`src/rtl/multicycle_ctrl_if.sv`:
```
// Control bundle between the multicycle controller and its datapath.
// The master modport is the controller side, the slave modport the datapath side.
interface multicycle_ctrl_if #(
  parameter int unsigned ALU_OP_W = 4
);
  logic [5:0]          instr_op_i;
  logic [5:0]          instr_funct_i;
  logic                mem_ready_i;
  logic                branch_cond_i;

  logic                ir_write_o;
  logic                pc_write_o;
  logic [1:0]          pc_src_o;
  logic                iord_o;
  logic                mem_read_o;
  logic                mem_write_o;
  logic                reg_write_o;
  logic [1:0]          reg_dst_o;
  logic [1:0]          mem_to_reg_o;
  logic                alu_src_o;
  logic [ALU_OP_W-1:0] alu_op_o;
  logic [1:0]          branch_type_o;
  logic [2:0]          state_o;
  logic                illegal_o;
  logic                timeout_o;

  modport master (
    input  instr_op_i, instr_funct_i, mem_ready_i, branch_cond_i,
    output ir_write_o, pc_write_o, pc_src_o, iord_o, mem_read_o, mem_write_o,
           reg_write_o, reg_dst_o, mem_to_reg_o, alu_src_o, alu_op_o,
           branch_type_o, state_o, illegal_o, timeout_o
  );

  modport slave (
    output instr_op_i, instr_funct_i, mem_ready_i, branch_cond_i,
    input  ir_write_o, pc_write_o, pc_src_o, iord_o, mem_read_o, mem_write_o,
           reg_write_o, reg_dst_o, mem_to_reg_o, alu_src_o, alu_op_o,
           branch_type_o, state_o, illegal_o, timeout_o
  );
endinterface

```
`src/rtl/multicycle_ctrl.sv`:
```
// Multicycle CPU control FSM: fetch/decode/execute/memory/writeback sequencing
// with a bounded wait on memory handshakes.
module multicycle_ctrl #(
  parameter int unsigned ALU_OP_W = 4,
  parameter int unsigned TIMEOUT  = 15
) (
  input  logic              clk_i,
  input  logic              rst_i,
  multicycle_ctrl_if.master bus_io
);

  typedef enum logic [2:0] {
    StIdle   = 3'd0,
    StFetch  = 3'd1,
    StDecode = 3'd2,
    StExec   = 3'd3,
    StMem    = 3'd4,
    StWb     = 3'd5
  } state_e;

  localparam logic [5:0] OpRtype = 6'd0;
  localparam logic [5:0] OpJ     = 6'd2;
  localparam logic [5:0] OpJal   = 6'd3;
  localparam logic [5:0] OpBeq   = 6'd4;
  localparam logic [5:0] OpBnez  = 6'd5;
  localparam logic [5:0] OpBlt   = 6'd6;
  localparam logic [5:0] OpBle   = 6'd7;
  localparam logic [5:0] OpAddi  = 6'd8;
  localparam logic [5:0] OpOri   = 6'd13;
  localparam logic [5:0] OpLi    = 6'd15;
  localparam logic [5:0] OpLw    = 6'd35;
  localparam logic [5:0] OpSw    = 6'd43;
  localparam logic [5:0] FunctJr = 6'h08;

  localparam logic [7:0] TimeoutCnt = 8'(TIMEOUT);

  state_e     state_q, state_d;
  logic [7:0] wait_q, wait_d;
  logic [5:0] op_q, funct_q;

  logic                ir_write, pc_write, iord, mem_read, mem_write, reg_write;
  logic                alu_src, illegal, timeout;
  logic [1:0]          pc_src, reg_dst, mem_to_reg, branch_type;
  logic [ALU_OP_W-1:0] alu_op;
  logic                timeout_hit;

  function automatic logic op_legal(logic [5:0] op);
    case (op)
      OpRtype, OpJ, OpJal, OpBeq, OpBnez, OpBlt, OpBle,
      OpAddi, OpOri, OpLi, OpLw, OpSw: return 1'b1;
      default:                          return 1'b0;
    endcase
  endfunction

  // A ready in the same cycle the count hits the limit still completes the access.
  assign timeout_hit = (wait_q == TimeoutCnt) && !bus_io.mem_ready_i;

  always_comb begin
    state_d     = state_q;
    wait_d      = '0;
    ir_write    = 1'b0;
    pc_write    = 1'b0;
    pc_src      = 2'd0;
    iord        = 1'b0;
    mem_read    = 1'b0;
    mem_write   = 1'b0;
    reg_write   = 1'b0;
    reg_dst     = 2'd0;
    mem_to_reg  = 2'd0;
    alu_src     = 1'b0;
    alu_op      = '0;
    branch_type = 2'd0;
    illegal     = 1'b0;
    timeout     = 1'b0;

    unique case (state_q)
      StIdle: state_d = StFetch;

      StFetch: begin
        if (timeout_hit) begin
          timeout = 1'b1;
          state_d = StFetch;
        end else begin
          mem_read = 1'b1;
          if (bus_io.mem_ready_i) begin
            ir_write = 1'b1;
            pc_write = 1'b1;
            state_d  = StDecode;
          end else begin
            wait_d = 8'(wait_q + 8'd1);
          end
        end
      end

      // Decode sees the freshly loaded instruction register directly.
      StDecode: begin
        state_d = StFetch;
        if (bus_io.instr_op_i == OpJ) begin
          pc_write = 1'b1;
          pc_src   = 2'd2;
        end else if (bus_io.instr_op_i == OpJal) begin
          pc_write   = 1'b1;
          pc_src     = 2'd2;
          reg_write  = 1'b1;
          reg_dst    = 2'd2;
          mem_to_reg = 2'd3;
        end else if (bus_io.instr_op_i == OpRtype && bus_io.instr_funct_i == FunctJr) begin
          pc_write = 1'b1;
          pc_src   = 2'd3;
        end else if (!op_legal(bus_io.instr_op_i)) begin
          illegal = 1'b1;
        end else begin
          state_d = StExec;
        end
      end

      StExec: begin
        unique case (op_q)
          OpRtype: state_d = (funct_q == FunctJr) ? StFetch : StWb;
          OpBeq: begin
            alu_op      = ALU_OP_W'(4'd2);
            branch_type = 2'd0;
          end
          OpBnez: begin
            alu_op      = ALU_OP_W'(4'd3);
            branch_type = 2'd3;
          end
          OpBlt: begin
            alu_op      = ALU_OP_W'(4'd4);
            branch_type = 2'd2;
          end
          OpBle: begin
            alu_op      = ALU_OP_W'(4'd5);
            branch_type = 2'd1;
          end
          OpAddi: begin
            alu_op  = ALU_OP_W'(4'd6);
            alu_src = 1'b1;
            state_d = StWb;
          end
          OpOri: begin
            alu_op  = ALU_OP_W'(4'd7);
            alu_src = 1'b1;
            state_d = StWb;
          end
          OpLi: state_d = StWb;
          OpLw: begin
            alu_op  = ALU_OP_W'(4'd8);
            alu_src = 1'b1;
            state_d = StMem;
          end
          OpSw: begin
            alu_op  = ALU_OP_W'(4'd9);
            alu_src = 1'b1;
            state_d = StMem;
          end
          default: state_d = StFetch;
        endcase
        if (op_q inside {OpBeq, OpBnez, OpBlt, OpBle}) begin
          pc_src   = 2'd1;
          pc_write = bus_io.branch_cond_i;
          state_d  = StFetch;
        end
      end

      StMem: begin
        if (timeout_hit) begin
          timeout = 1'b1;
          state_d = StFetch;
        end else begin
          iord      = 1'b1;
          mem_read  = (op_q == OpLw);
          mem_write = (op_q == OpSw);
          if (bus_io.mem_ready_i) begin
            state_d = (op_q == OpLw) ? StWb : StFetch;
          end else begin
            wait_d = 8'(wait_q + 8'd1);
          end
        end
      end

      StWb: begin
        reg_write = 1'b1;
        reg_dst   = (op_q == OpRtype) ? 2'd1 : 2'd0;
        if (op_q == OpLw) begin
          mem_to_reg = 2'd1;
        end else if (op_q == OpLi) begin
          mem_to_reg = 2'd2;
        end
        state_d = StFetch;
      end

      default: state_d = StIdle;
    endcase
  end

  always_ff @(posedge clk_i or negedge rst_i) begin
    if (!rst_i) begin
      state_q <= StIdle;
      wait_q  <= '0;
      op_q    <= '0;
      funct_q <= '0;
    end else begin
      state_q <= state_d;
      wait_q  <= wait_d;
      if (state_q == StDecode) begin
        op_q    <= bus_io.instr_op_i;
        funct_q <= bus_io.instr_funct_i;
      end
    end
  end

  assign bus_io.ir_write_o    = ir_write;
  assign bus_io.pc_write_o    = pc_write;
  assign bus_io.pc_src_o      = pc_src;
  assign bus_io.iord_o        = iord;
  assign bus_io.mem_read_o    = mem_read;
  assign bus_io.mem_write_o   = mem_write;
  assign bus_io.reg_write_o   = reg_write;
  assign bus_io.reg_dst_o     = reg_dst;
  assign bus_io.mem_to_reg_o  = mem_to_reg;
  assign bus_io.alu_src_o     = alu_src;
  assign bus_io.alu_op_o      = alu_op;
  assign bus_io.branch_type_o = branch_type;
  assign bus_io.state_o       = state_q;
  assign bus_io.illegal_o     = illegal;
  assign bus_io.timeout_o     = timeout;

endmodule

```
`src/flat_wrapper.sv`:
```
// flat-port wrapper written by rule: the top's interface ports become plain ports
module multicycle_ctrl_flat 
#(
  parameter int unsigned ALU_OP_W = 4,
  parameter int unsigned TIMEOUT  = 15
)
  (clk_i, rst_i, bus_io_instr_op_i, bus_io_instr_funct_i, bus_io_mem_ready_i, bus_io_branch_cond_i, bus_io_ir_write_o, bus_io_pc_write_o, bus_io_pc_src_o, bus_io_iord_o, bus_io_mem_read_o, bus_io_mem_write_o, bus_io_reg_write_o, bus_io_reg_dst_o, bus_io_mem_to_reg_o, bus_io_alu_src_o, bus_io_alu_op_o, bus_io_branch_type_o, bus_io_state_o, bus_io_illegal_o, bus_io_timeout_o);
  multicycle_ctrl_if #(.ALU_OP_W(ALU_OP_W)) bus_io_i ();
  input  logic clk_i;
  input  logic rst_i;
  input wire logic [$bits(bus_io_i.instr_op_i)-1:0] bus_io_instr_op_i;
  input wire logic [$bits(bus_io_i.instr_funct_i)-1:0] bus_io_instr_funct_i;
  input wire logic [$bits(bus_io_i.mem_ready_i)-1:0] bus_io_mem_ready_i;
  input wire logic [$bits(bus_io_i.branch_cond_i)-1:0] bus_io_branch_cond_i;
  output wire logic [$bits(bus_io_i.ir_write_o)-1:0] bus_io_ir_write_o;
  output wire logic [$bits(bus_io_i.pc_write_o)-1:0] bus_io_pc_write_o;
  output wire logic [$bits(bus_io_i.pc_src_o)-1:0] bus_io_pc_src_o;
  output wire logic [$bits(bus_io_i.iord_o)-1:0] bus_io_iord_o;
  output wire logic [$bits(bus_io_i.mem_read_o)-1:0] bus_io_mem_read_o;
  output wire logic [$bits(bus_io_i.mem_write_o)-1:0] bus_io_mem_write_o;
  output wire logic [$bits(bus_io_i.reg_write_o)-1:0] bus_io_reg_write_o;
  output wire logic [$bits(bus_io_i.reg_dst_o)-1:0] bus_io_reg_dst_o;
  output wire logic [$bits(bus_io_i.mem_to_reg_o)-1:0] bus_io_mem_to_reg_o;
  output wire logic [$bits(bus_io_i.alu_src_o)-1:0] bus_io_alu_src_o;
  output wire logic [$bits(bus_io_i.alu_op_o)-1:0] bus_io_alu_op_o;
  output wire logic [$bits(bus_io_i.branch_type_o)-1:0] bus_io_branch_type_o;
  output wire logic [$bits(bus_io_i.state_o)-1:0] bus_io_state_o;
  output wire logic [$bits(bus_io_i.illegal_o)-1:0] bus_io_illegal_o;
  output wire logic [$bits(bus_io_i.timeout_o)-1:0] bus_io_timeout_o;
  assign bus_io_i.instr_op_i = bus_io_instr_op_i;
  assign bus_io_i.instr_funct_i = bus_io_instr_funct_i;
  assign bus_io_i.mem_ready_i = bus_io_mem_ready_i;
  assign bus_io_i.branch_cond_i = bus_io_branch_cond_i;
  assign bus_io_ir_write_o = bus_io_i.ir_write_o;
  assign bus_io_pc_write_o = bus_io_i.pc_write_o;
  assign bus_io_pc_src_o = bus_io_i.pc_src_o;
  assign bus_io_iord_o = bus_io_i.iord_o;
  assign bus_io_mem_read_o = bus_io_i.mem_read_o;
  assign bus_io_mem_write_o = bus_io_i.mem_write_o;
  assign bus_io_reg_write_o = bus_io_i.reg_write_o;
  assign bus_io_reg_dst_o = bus_io_i.reg_dst_o;
  assign bus_io_mem_to_reg_o = bus_io_i.mem_to_reg_o;
  assign bus_io_alu_src_o = bus_io_i.alu_src_o;
  assign bus_io_alu_op_o = bus_io_i.alu_op_o;
  assign bus_io_branch_type_o = bus_io_i.branch_type_o;
  assign bus_io_state_o = bus_io_i.state_o;
  assign bus_io_illegal_o = bus_io_i.illegal_o;
  assign bus_io_timeout_o = bus_io_i.timeout_o;
  multicycle_ctrl #(.ALU_OP_W(ALU_OP_W), .TIMEOUT(TIMEOUT)) u_core (.clk_i(clk_i), .rst_i(rst_i), .bus_io(bus_io_i));
endmodule
```
`config.mk`:
```
export PLATFORM = sky130hd
export DESIGN_NAME = multicycle_ctrl_flat
export DESIGN_NICKNAME = d
export VERILOG_FILES = /design/src/rtl/multicycle_ctrl_if.sv /design/src/rtl/multicycle_ctrl.sv /design/src/flat_wrapper.sv
export SDC_FILE = /design/constraint.sdc
export NUM_CORES = 1
export LEC_CHECK = 0
export BUFFER_PORTS_ARGS = -buffer_cell sky130_fd_sc_hd__buf_4
export CAP_MARGIN = 20
export CORE_UTILIZATION = 41
export CTS_CLUSTER_DIAMETER = 50
export DETAILED_ROUTE_END_ITERATION = 6
export PLACE_DENSITY = 0.63
export REMOVE_ABC_BUFFERS = 1
export SYNTH_ARGS = -nofsm -noshare
export SYNTH_HDL_FRONTEND = slang
export SYNTH_SLANG_ARGS = --single-unit
```
`constraint.sdc`:
```
create_clock -name clk_i -period 4.28 [get_ports clk_i]
set_clock_uncertainty 0.2 [all_clocks]
set_input_delay 0.428 -clock clk_i [delete_from_list [all_inputs] [get_ports clk_i]]
set_output_delay 0.428 -clock clk_i [all_outputs]
set_load 0.02 [all_outputs]
```
=== Word-level counts from Yosys, hierarchy flattened ===
Index checks and enable logic that the tools add are counted.

* Bits in registers: 23
* Bits in latches: 0
* RAM bits: 0
* Bits in read-only memories: 0
* Bits of input ports: 16
* Output and inout port bits: 24
* Logic and storage cells: 116
* Memories kept: 0

* Add/subtract/negate cells: 1
* Multipliers: 0
* Divide/modulo/power cells: 0
* Order comparisons: 0
* Equal/unequal tests: 31
* Shift-type cells: 0
* Mux-type cells: 65
* Bitwise operators: 0
* Reduce and logical (&&, ||, !) cells: 15

{| class="wikitable"
|+ Operator list
! kind !! number
|-
| $eq 6x3->1 const B || 8
|-
| $eq 6x4->1 const B || 8
|-
| $pmux 4 s8 || 1
|-
| $mux 1 || 30
|-
| $mux 3 || 10
|-
| $eq 6x6->1 const B || 4
|-
| $mux 8 || 3
|-
| $mux 2 || 11
|-
| $pmux 3 s5 || 1
|-
| $eq 6x2->1 const B || 2
|-
| $logic_not 6->1 || 2
|-
| $pmux 2 s2 || 3
|-
| $pmux 3 s4 || 1
|-
| $reduce_or 12->1 || 1
|-
| $ne 3x2->1 const B || 3
|-
| $add 8x1->8 const B || 1
|-
| $eq 8x4->1 const B || 1
|-
| $reduce_or 4->1 || 2
|-
| $eq 3x2->1 const B || 2
|-
| $eq 3x3->1 const B || 2
|-
| $pmux 2 s3 || 1
|-
| $reduce_or 2->1 || 3
|-
| $mux 4 || 1
|-
| $pmux 1 s2 || 2
|-
| 8 further kinds || 9
|}

=== Depth between registers and ports, before layout ===
Gate-level depths: netlist (run 1).

* Depth after elaboration: 12
* Mapped depth: 6
* Mapped depth without buffers: 5

=== Worst setup path after synthesis (run 1) ===
Ideal clock, no wire load.

* Kind: reg2out
* Start: register u_core.op_q[0]
* End: output port bus_io_alu_op_o[0]
* Arrival time: 1908 ps
* Required time: 3652 ps
* Setup slack: 1744 ps
* Cell stages (with the launch flop): 6
* Buffers on the path: 1
* Path through: dfrtp_1 clkbuf_1 xor2_1 o41a_1 nor3_1 o2111a_1

* Cells in the longest elaborated chain, start to end: 3
* Elaborated cells on any way between the ends: 10
* Classes of those cells: 8 x eq/ne; 2 x mux

{| class="wikitable"
|+ RTL lines
! item !! line !! RTL
|-
| start, declared || multicycle_ctrl.sv:39 || <nowiki>logic [5:0] op_q, funct_q;</nowiki>
|-
| start signal, assigned || multicycle_ctrl.sv:207 || <nowiki>op_q <= bus_io.instr_op_i;</nowiki>
|-
| $eq 6x6->1, or another cell as far along || multicycle_ctrl.sv:118 || <nowiki>unique case (op_q)</nowiki>
|-
| $pmux 4 s8 (*) || multicycle_ctrl.sv:118 ||
|-
| $mux 4 (*) || multicycle_ctrl.sv:76 || <nowiki>unique case (state_q)</nowiki>
|-
| end, declared || flat_wrapper.sv:25 || <nowiki>output wire logic [$bits(bus_io_i.alu_op_o)-1:0] bus_io_alu_op_o;</nowiki>
|}

Mark *: on every way between the ends. The rest lies on a longest branch, timed or not.

=== Worst setup path in the final report (run 1) ===
* Start: register u_core.state_q[2], in the netlist u_core.bus_io.state_o[2]
* End: output port bus_io_alu_op_o[0]

* Cells in the longest elaborated chain, start to end: 2

{| class="wikitable"
|+ RTL lines
! item !! line !! RTL
|-
| start, declared || multicycle_ctrl.sv:37 || <nowiki>state_e state_q, state_d;</nowiki>
|-
| start signal, assigned || multicycle_ctrl.sv:199 || <nowiki>state_q <= StIdle;</nowiki>
|-
| start signal, assigned || multicycle_ctrl.sv:204 || <nowiki>state_q <= state_d;</nowiki>
|-
| $eq 3x2->1 || multicycle_ctrl.sv:76 ||
|-
| $mux 4 || multicycle_ctrl.sv:76 ||
|}

Every way passes these cells.

==> results of run 1 <==
==> placed cells by master, fill, tap and decap left out, drive strengths merged, types with 2 or more instances in the layout <==
| master | count |
|---|---|
| or3 | 2 |
| nor2 | 18 |
| nand3b | 4 |
| inv | 9 |
| a21boi | 2 |
| xor2 | 4 |
| nor4b | 2 |
| clkbuf | 4 |
| o41ai | 2 |
| nor3 | 9 |
| dfrtp | 23 |
| nor3b | 4 |
| nand4 | 3 |
| nand3 | 3 |
| o21ai | 6 |
| buf | 40 |
| xnor2 | 6 |
| nand4b | 2 |
| nand2b | 5 |
| nor2b | 3 |
| mux2 | 9 |
| nand2 | 15 |
| a21oi | 3 |
==> power groups by stage <==
stage,Sequential [mW],Combinational [mW],Clock (mW)
3_5_place_dp,0.412,0.454,0
5_1_grt,0.427,0.501,0.110
2_1_floorplan,0.395,0.315,0
6_report,0.408,0.453,0.0980
4_1_cts,0.408,0.456,0.104
3_3_place_gp,0.410,0.447,0
==> area by class of cell <==
type	count	area (um^2)
Multi-Input combinational cell	122	831
Clock buffer	4	26.3
Inverter	9	33.8
Tap cell	46	57.6
Fill cell	323	1580
Sequential cell	23	576
Timing Repair Buffer	41	310
==> flip-flops by register name, indices dropped and copies added (netlist names) <==
| register | count |
|---|---|
| u_core.wait_q | 8 |
| u_core.bus_io.state_o | 3 |
| u_core.funct_q | 6 |
| u_core.op_q | 6 |
==> layer usage <==
| layer | vias up | track usage, % | wire [um] |
|---|---|---|---|
| li1 | 651 | - | - |
| met1 | 626 | 28.0 | 1670 |
| met2 | 41 | 29.3 | 1550 |
| met3 | 4 | 2.02 | 178 |
| met4 | 0 | 3.49 | 25 |
| met5 | - | 0 | 0 |
==> logic make-up after synthesis <==
group	after synthesis
compound gates	25
buf+inv	19
xor+xnor	10
mux	9
fa+ha+maj	1
simple gates	77
flops	23
==> worst max-delay path, delay by kind of cell (launching register included) <==
family	cells	cell delay, ps
flops	1	510
buf+inv	1	140
compound gates	1	260
simple gates	3	770
==> stage by stage <==
stage / setup WS (ps) / cell area, um^2 / util [%] / hold WS, ps / power (mW)
floorplan: 907 / 1440 / - / -67.6 / 0.710
global placement: 1990 / 1800 / 52.6 / 133 / 0.858
detailed placement: 1960 / 1800 / 52.6 / 141 / 0.865
CTS: 1680 / 1830 / 53.7 / 144 / 0.967
global route: 1550 / 1830 / 53.7 / 154 / 1.04
finish: 1650 / 1830 / 53.7 / 157 / 0.959
==> path summary, 6_finish.rpt <==
| check | endpoint | slack (ps) | depth (start not counted) |
|---|---|---|---|
| worst max-delay path | bus_io_alu_op_o[0] | 1650 | 5 |
| worst min-delay path | u_core.op_q[3] | 160 | 3 |
| min in group asynchronous | u_core.bus_io.state_o[0] | 340 | 2 |
| max in group asynchronous | u_core.funct_q[2] | 3310 | 2 |
| worst max register to register | u_core.bus_io.state_o[2] | 2170 | 4 |
| worst min register to register | u_core.wait_q[0] | 270 | 1 |
==> repair_timing <==
action                                 in CTS  in global routing
endpoints found under the hold margin      23                  0
buffers inserted                            0                  0
hold buffers                                1                  0
==> results.json, run 1 <==
{
  "status": "finished, final reports clean",
  "holdCritStartpoint": "bus_io_instr_op_i[3]",
  "worstPathArrival_ps": 2000,
  "track_usage_pct": 18.7,
  "cts.clk_slew.worst_paths_ps": 120,
  "clkLatencyLatePin_ps": 300,
  "drive_gt1_share_pct": 30.2,
  "cts_tree": "done",
  "die_h_um": 62.3,
  "overflow": 0,
  "cp-end-kind": "primary output",
  "power_density_nw_per_um2": 523,
  "cts.sinks": 23,
  "max-slew-margin-rel_pct": 60.8,
  "synth-seq-cells": 23,
  "cp_slowest_cell": "dfrtp_1",
  "fin_setup_tns_ps": 0,
  "yosysTopAreaCell": "dfrtp_1",
  "synthTopCellsByArea": "dfrtp_1 39%, mux2_2 6.8%, nor2_1 4.5%, nand2_1 3.8%, xnor2_1 3.5%",
  "synth_top_cell_area_share_pct": 38.6,
  "ys_types": 45,
  "drv_cap": 0,
  "grt_max_degree": 24,
  "syn-instance-count": 164,
  "p_switching_uw": 405,
  "antenna_found_initial": 0,
  "final-hold-violation-count": 0,
  "crit_path_cell_trace": "nand3b_1, nand2b_1, nor2b_1, o2111a_1, buf_4",
  "cts_resized": 0,
  "required_ps": 3650,
  "cts_made_buffers": 3,
  "synth_top_family_by_area": "simple AND/OR/NAND/NOR gates",
  "wl_per_cell_um": 13.9,
  "power_frac_clock_pct": 10.2,
  "io_buffers": 39,
  "dpl.cell_count": 240,
  "ir_worst_vdd_uv": 209,
  "routed_via_density": 5.40,
  "async_reset_ff_share_pct": 100,
  "p_leak_nw": 0.806,
  "synthToLayoutAreaGrowth_pct": 22.9,
  "power.internal_uw": 554,
  "crit_start": "u_core.bus_io.state_o[2]",
  "hp-class": "in -> reg",
  "ys_warn_count": 0,
  "pin_count": 40,
  "crit_fanout": 10,
  "final_cells": 245,
  "setup_viol": 0,
  "synth_compound_area_share_pct": 13.4,
  "finalNetCount": 217,
  "drt-initial-drc-count": 134,
  "root_buffer": "clkbuf_4",
  "post-route-period-util_pct": 61.4,
  "sw_frac_of_total_pct": 42.2,
  "htree_num_levels": 1,
  "post-route-drc-count": 0,
  "yosysMostFrequentCell": "dfrtp_1",
  "grt_pass1_wl_um": 5880,
  "num_antenna_cells": 0,
  "routed-via-count": 1322,
  "drt_first_pass_iters": 4,
  "clockBufferDepth": 2,
  "rows": 21,
  "synth_xor_area_share_pct": 5.87,
  "fp.dieW_um": 62.3,
  "worst_pin_slew_ps": 574,
  "rsz0062_at_grt": "false",
  "syn_area_per_cell_um2": 9.10,
  "slowest_delay_ps": 510,
  "muxShareOfSynthArea_pct": 6.79,
  "gp_congestion": 0.837,
  "dieArea_um2": 3890,
  "synth_common_cells": "23 x dfrtp_1, 18 x nor2_1, 15 x nand2_1",
  "grt_pass1_vias": 1240,
  "period_needed_ps": 2630,
  "synth_simple_gate_area_share_pct": 28.4,
  "synthAdderAreaFrac_pct": 0.838,
  "start_kind": "flip-flop",
  "ant_nets": 0,
  "crit_type": "reg -> out",
  "p_comb_share_pct": 47.2,
  "synth_edf_count": 0,
  "synth_ff_type": "dfrtp_1",
  "wl_um": 3420,
  "netlist_area_um2": 1490,
  "design.core.area_um2": 3420,
  "power_frac_seq_pct": 42.6,
  "fmax_ghz": 0.381,
  "hpwl_um": 2600,
  "slew_violations": 0,
  "start_util_pct": 43.7,
  "seq_area_frac_synth_pct": 38.6,
  "worstReg2RegStart": "u_core.wait_q[5]"
}
No activity file was read; power rests on OpenSTA's default activity.
==> run 2, diff against run 1 <==
PLACE_DENSITY = 0.65   (was 0.63)
clock period = 2.4 ns   (was 4.28 ns; I/O delays follow)
==> run 2 against run 1 <==
  * Via count up 8.4%
  * Flip-flop and latch count stayed put
  * Die area stayed put
  * Non-clock buffer count increased by 21
  * Setup slack worse by 1600 ps
  * Design area is 14% higher
  * Largest power group unchanged
  * Utilization up 7.4 points
  * Sequential share of layout area decreased by 3.5 points
  * Critical endpoint is now bus_io_mem_write_o
  * Final cell count is 8.6% higher
  * Routed wire length increased by 14%
  * Power increased by 94%
==> results.json, run 2 (same netlist as run 1, synthesis figures left out) <==
{
  "final_cell_mix": "47 x buf_4, 18 x nor2_1, 17 x dfrtp_1, 13 x nand2_1, 13 x dlygate4sd3_1",
  "worstPathArrival_ps": 1930,
  "cp-end-kind": "primary output",
  "post-route-period-util_pct": 98.9,
  "grt_pass1_vias": 1357,
  "holdWs_ps": 41.0,
  "sw_frac_of_total_pct": 42.7,
  "cts_made_buffers": 3,
  "routed_via_density": 5.39,
  "dieArea_um2": 3890,
  "rows": 21,
  "die_h_um": 62.3,
  "wl_per_cell_um": 14.6,
  "drt_first_pass_iters": 4,
  "reg.largest.list": "u_core.wait_q (8), u_core.funct_q (6), u_core.op_q (6)",
  "finalWorstSetupSlack_ps": 25.8,
  "htree_num_levels": 1,
  "slew_violations": 0,
  "design.core.area_um2": 3420,
  "track_usage_pct": 20.3,
  "finalNetCount": 238,
  "cp_slowest_cell": "or4_4",
  "pin_count": 40,
  "totalPowerFinal_mw": 1.87,
  "power.internal_mw": 1.07,
  "hp-class": "in -> reg",
  "ir_worst_vdd_uv": 492,
  "rsz0062_at_grt": "true",
  "clockBufferDepth": 2,
  "top_register": "u_core.wait_q",
  "p_leak_nw": 0.907,
  "post-route-drc-count": 0,
  "p_comb_share_pct": 49.9,
  "setup_viol": 0,
  "p_switching_uw": 796,
  "power_frac_seq_pct": 40.2,
  "num_antenna_cells": 0,
  "start_kind": "flip-flop",
  "crit_path_cell_trace": "or4_4, o31a_1, nor4b_4, buf_4",
  "max-slew-margin-rel_pct": 55.2,
  "fmax_ghz": 0.421,
  "root_buffer": "clkbuf_4",
  "cts_tree": "done",
  "period_needed_ps": 2370,
  "grt_max_degree": 24,
  "drive_gt1_share_pct": 37.7,
  "start_util_pct": 43.7,
  "required_ps": 1960,
  "slowest_delay_ps": 540,
  "synthToLayoutAreaGrowth_pct": 39.9,
  "crit_fanout": 3,
  "drt-initial-drc-count": 79,
  "worst_pin_slew_ps": 655,
  "hpwl_um": 2800,
  "antenna_found_initial": 0,
  "gp_congestion": 0.847,
  "wl_um": 3890,
  "power_density_nw_per_um2": 893,
  "cts.sinks": 23,
  "final-hold-violation-count": 0,
  "grt_pass1_wl_um": 6220,
  "dp_slack_ps": 298,
  "fin_setup_tns_ps": 0,
  "power_frac_clock_pct": 9.9,
  "status": "finished, final reports clean",
  "crit_type": "reg -> out",
  "fp.dieW_um": 62.3,
  "largest_reg_flops": 8,
  "drv_cap": 0,
  "overflow": 0,
  "routed-via-count": 1433,
  "cts.clk_slew.worst_paths_ps": 130,
  "ant_nets": 0,
  "mostFrequentLayoutCell": "buf_4",
  "clkLatencyLatePin_ps": 310,
  "io_buffers": 39
}
-- run 2: path summary, 6_finish.rpt --
kind	startpoint	end	slack [ps]	cells after the start
worst max-delay path	u_core.wait_q[7]	bus_io_mem_write_o	30	4
max in group asynchronous	rst_i	u_core.op_q[0]	1610	2
worst min-delay path	bus_io_mem_ready_i	u_core.wait_q[2]	40	3
worst max register to register	u_core.bus_io.state_o[2]	u_core.bus_io.state_o[2]	290	5
worst min register to register	u_core.wait_q[0]	u_core.wait_q[0]	280	1
min in group asynchronous	rst_i	u_core.bus_io.state_o[1]	130	2
-- run 2: stage by stage --
stage               cells  utilization [%]  instance area (um^2)
global route          266             61.1                  2090
CTS                   259             57.9                  1980
detailed placement    241             52.9                  1810
finish                266             61.1                  2090
floorplan             154                -                  1440
global placement      241             52.9                  1810
-- run 2: layer usage --
layer | GRT usage [%] | part of all wire (%)
met1 | 25.0 | 45
met4 | 6.10 | 1.4
met3 | 3.31 | 4.8
met2 | 36.3 | 49
met5 | 0 | 0
-- run 2: area by class of cell --
type	count	area [um^2]
clock inverters	1	5.00
clock buffers	3	22.5
multi-input cells	122	881
well taps	46	57.6
flip-flops and latches	23	583
repair buffers	62	505
fillers	301	1330
inverters	9	33.8
-- run 2: what timing repair did --
item,CTS,global route
endpoints found under the hold margin,35,0
cloned,0,0
gates resized for setup,1,18
pin swaps,0,3
hold buffers,13,0
endpoints found under the setup margin,2,14
buffers inserted,1,7
-- run 2: critical path: cells and delay by family (launching register included) --
family	cells	cell delay, ps
simple gates	2	690
flops	1	410
compound gates	1	350
buf+inv	1	170
-- run 2: power by group through the flow --
stage	logic [mW]	registers [mW]	clock network, mW
2_1_floorplan	0.562	0.705	0
3_3_place_gp	0.810	0.734	0
3_5_place_dp	0.817	0.737	0
4_1_cts	0.842	0.729	0.187
5_1_grt	1.00	0.777	0.205
6_report	0.930	0.750	0.185
==> run 3, diff against run 2 <==
SETUP_SLACK_MARGIN = 0.05   (was default)
==> run 3 against run 2 <==
  * Clock-buffer cell count unchanged
  * Critical endpoint unchanged
  * Sequential share of layout area down 0.67 points
  * Combinational power rose by 9%
  * Global-route usage increased by 0.12 points
  * Register-to-register slack improved by 80 ps
  * First-iteration DRC count rose by 34%
==> results.json, run 3 (same netlist as run 1, synthesis figures left out) <==
{
  "rsz0062_at_grt": "true",
  "mostFrequentLayoutCell": "buf_4",
  "crit_path_cell_trace": "or4_4, o31a_1, nor4b_1, buf_4",
  "largest_reg_flops": 8,
  "final_cell_mix": "51 x buf_4, 18 x nor2_1, 17 x dfrtp_1, 15 x nand2_1, 13 x dlygate4sd3_1",
  "final_cells": 272,
  "cp_slowest_cell": "or4_4",
  "overflow": 0,
  "p_leak_nw": 0.947,
  "cts_tree": "done",
  "status": "finished, final reports clean",
  "max-slew-margin-rel_pct": 53.1,
  "slowest_delay_ps": 560,
  "worstPathArrival_ps": 1920,
  "rows": 21,
  "post-route-period-util_pct": 98.4,
  "htree_num_levels": 1,
  "gp_congestion": 0.847,
  "clkLatencyLatePin_ps": 320,
  "crit_type": "reg -> out",
  "finalNetCount": 244,
  "post-route-drc-count": 0,
  "cts.sinks": 23,
  "final-hold-violation-count": 0,
  "root_buffer": "clkbuf_4",
  "period_needed_ps": 2360,
  "routed_via_density": 5.36,
  "clockBufferDepth": 2,
  "slew_violations": 0,
  "cts_made_buffers": 3,
  "reg.largest.list": "u_core.wait_q (8), u_core.funct_q (6), u_core.op_q (6)",
  "cp-end-kind": "primary output",
  "hp-class": "in -> reg",
  "ant_nets": 0,
  "fmax_ghz": 0.424,
  "num_antenna_cells": 0,
  "wl_um": 3940,
  "pin_count": 40,
  "power_density_nw_per_um2": 906,
  "drive_gt1_share_pct": 38.9,
  "dieArea_um2": 3890,
  "grt_pass1_vias": 1368,
  "drv_cap": 0,
  "synthToLayoutAreaGrowth_pct": 43.3,
  "dpl.cell_count": 241,
  "routed-via-count": 1458,
  "antenna_found_initial": 0,
  "drt_first_pass_iters": 4,
  "required_ps": 1960,
  "ir_worst_vdd_uv": 492,
  "crit_fanout": 3,
  "die_h_um": 62.3,
  "io_buffers": 39,
  "start_kind": "flip-flop",
  "drt-initial-drc-count": 106,
  "worst_pin_slew_ps": 686,
  "setup_viol": 0,
  "grt_max_degree": 24,
  "grt_pass1_wl_um": 6270,
  "wl_per_cell_um": 14.5,
  "top_register": "u_core.wait_q",
  "design.core.area_um2": 3420,
  "fp.dieW_um": 62.3,
  "track_usage_pct": 20.4,
  "cts.clk_slew.worst_paths_ps": 130,
  "utilization_pct": 62.6,
  "start_util_pct": 43.7,
  "hpwl_um": 2800
}
[run 3: critical path: cells and delay by family, from the launching register on]
| kind | cells | cell delay (ps) |
|---|---|---|
| DFF | 1 | 400 |
| AOI/OAI and AO/OA | 1 | 300 |
| buffers and inverters | 1 | 170 |
| and+or+nand+nor | 2 | 730 |
[run 3: worst paths after layout]
path	startpoint	depth (start not counted)	to	slack, ps
max	u_core.wait_q[5]	4	bus_io_mem_write_o	40
min	bus_io_mem_ready_i	3	u_core.wait_q[2]	30
max reg2reg	u_core.wait_q[5]	4	u_core.bus_io.state_o[2]	370
min reg2reg	u_core.wait_q[0]	1	u_core.wait_q[0]	280
max in group asynchronous	rst_i	2	u_core.op_q[0]	1620
min in group asynchronous	rst_i	2	u_core.bus_io.state_o[1]	130
[run 3: layout make-up]
cell class	instances	area [um^2]
Sequential cell	23	583
Timing Repair Buffer	68	559
Multi-Input combinational cell	122	878
Fill cell	303	1280
Tap cell	46	57.6
Inverter	9	33.8
Clock inverter	1	5.00
Clock buffer	3	22.5
[run 3: metrics by stage]
stage / power, mW / worst slack [ps] / hold WS [ps] / setup TNS (ps) / cell area (um^2)
after global routing: 2.06 / -28.7 / 25.1 / -52.7 / 2140
after detailed placement: 1.55 / 298 / -49.2 / 0 / 1810
after floorplan: 1.27 / -785 / -256 / -5190 / 1440
final: 1.94 / 39.5 / 29.7 / 0 / 2140
after global placement: 1.54 / 351 / -52.7 / 0 / 1810
after CTS: 1.78 / 56.4 / 26.3 / 0 / 2010
[run 3: layer usage]
| layer | share of wire (%) | up-vias | track usage (%) |
|---|---|---|---|
| li1 | - | 704 | - |
| met1 | 46 | 711 | 25.2 |
| met2 | 49 | 37 | 36.4 |
| met3 | 3.8 | 6 | 3.31 |
| met4 | 1.4 | 0 | 6.10 |
| met5 | 0 | - | 0 |
[run 3: where the power goes]
group          leakage, nW  total (mW)  internal [mW]  switching [mW]
Clock               0.0177       0.187         0.0624           0.125
Combinational        0.644        1.01          0.537           0.477
Sequential           0.285       0.737          0.531           0.206
[run 3: repair_timing]
action	in CTS	in global routing
resized for setup	7	13
gates cloned	0	0
setup endpoints to repair	7	13
hold buffers	13	0
hold endpoints to repair	35	0
pin swaps	0	3
setup buffers	3	11
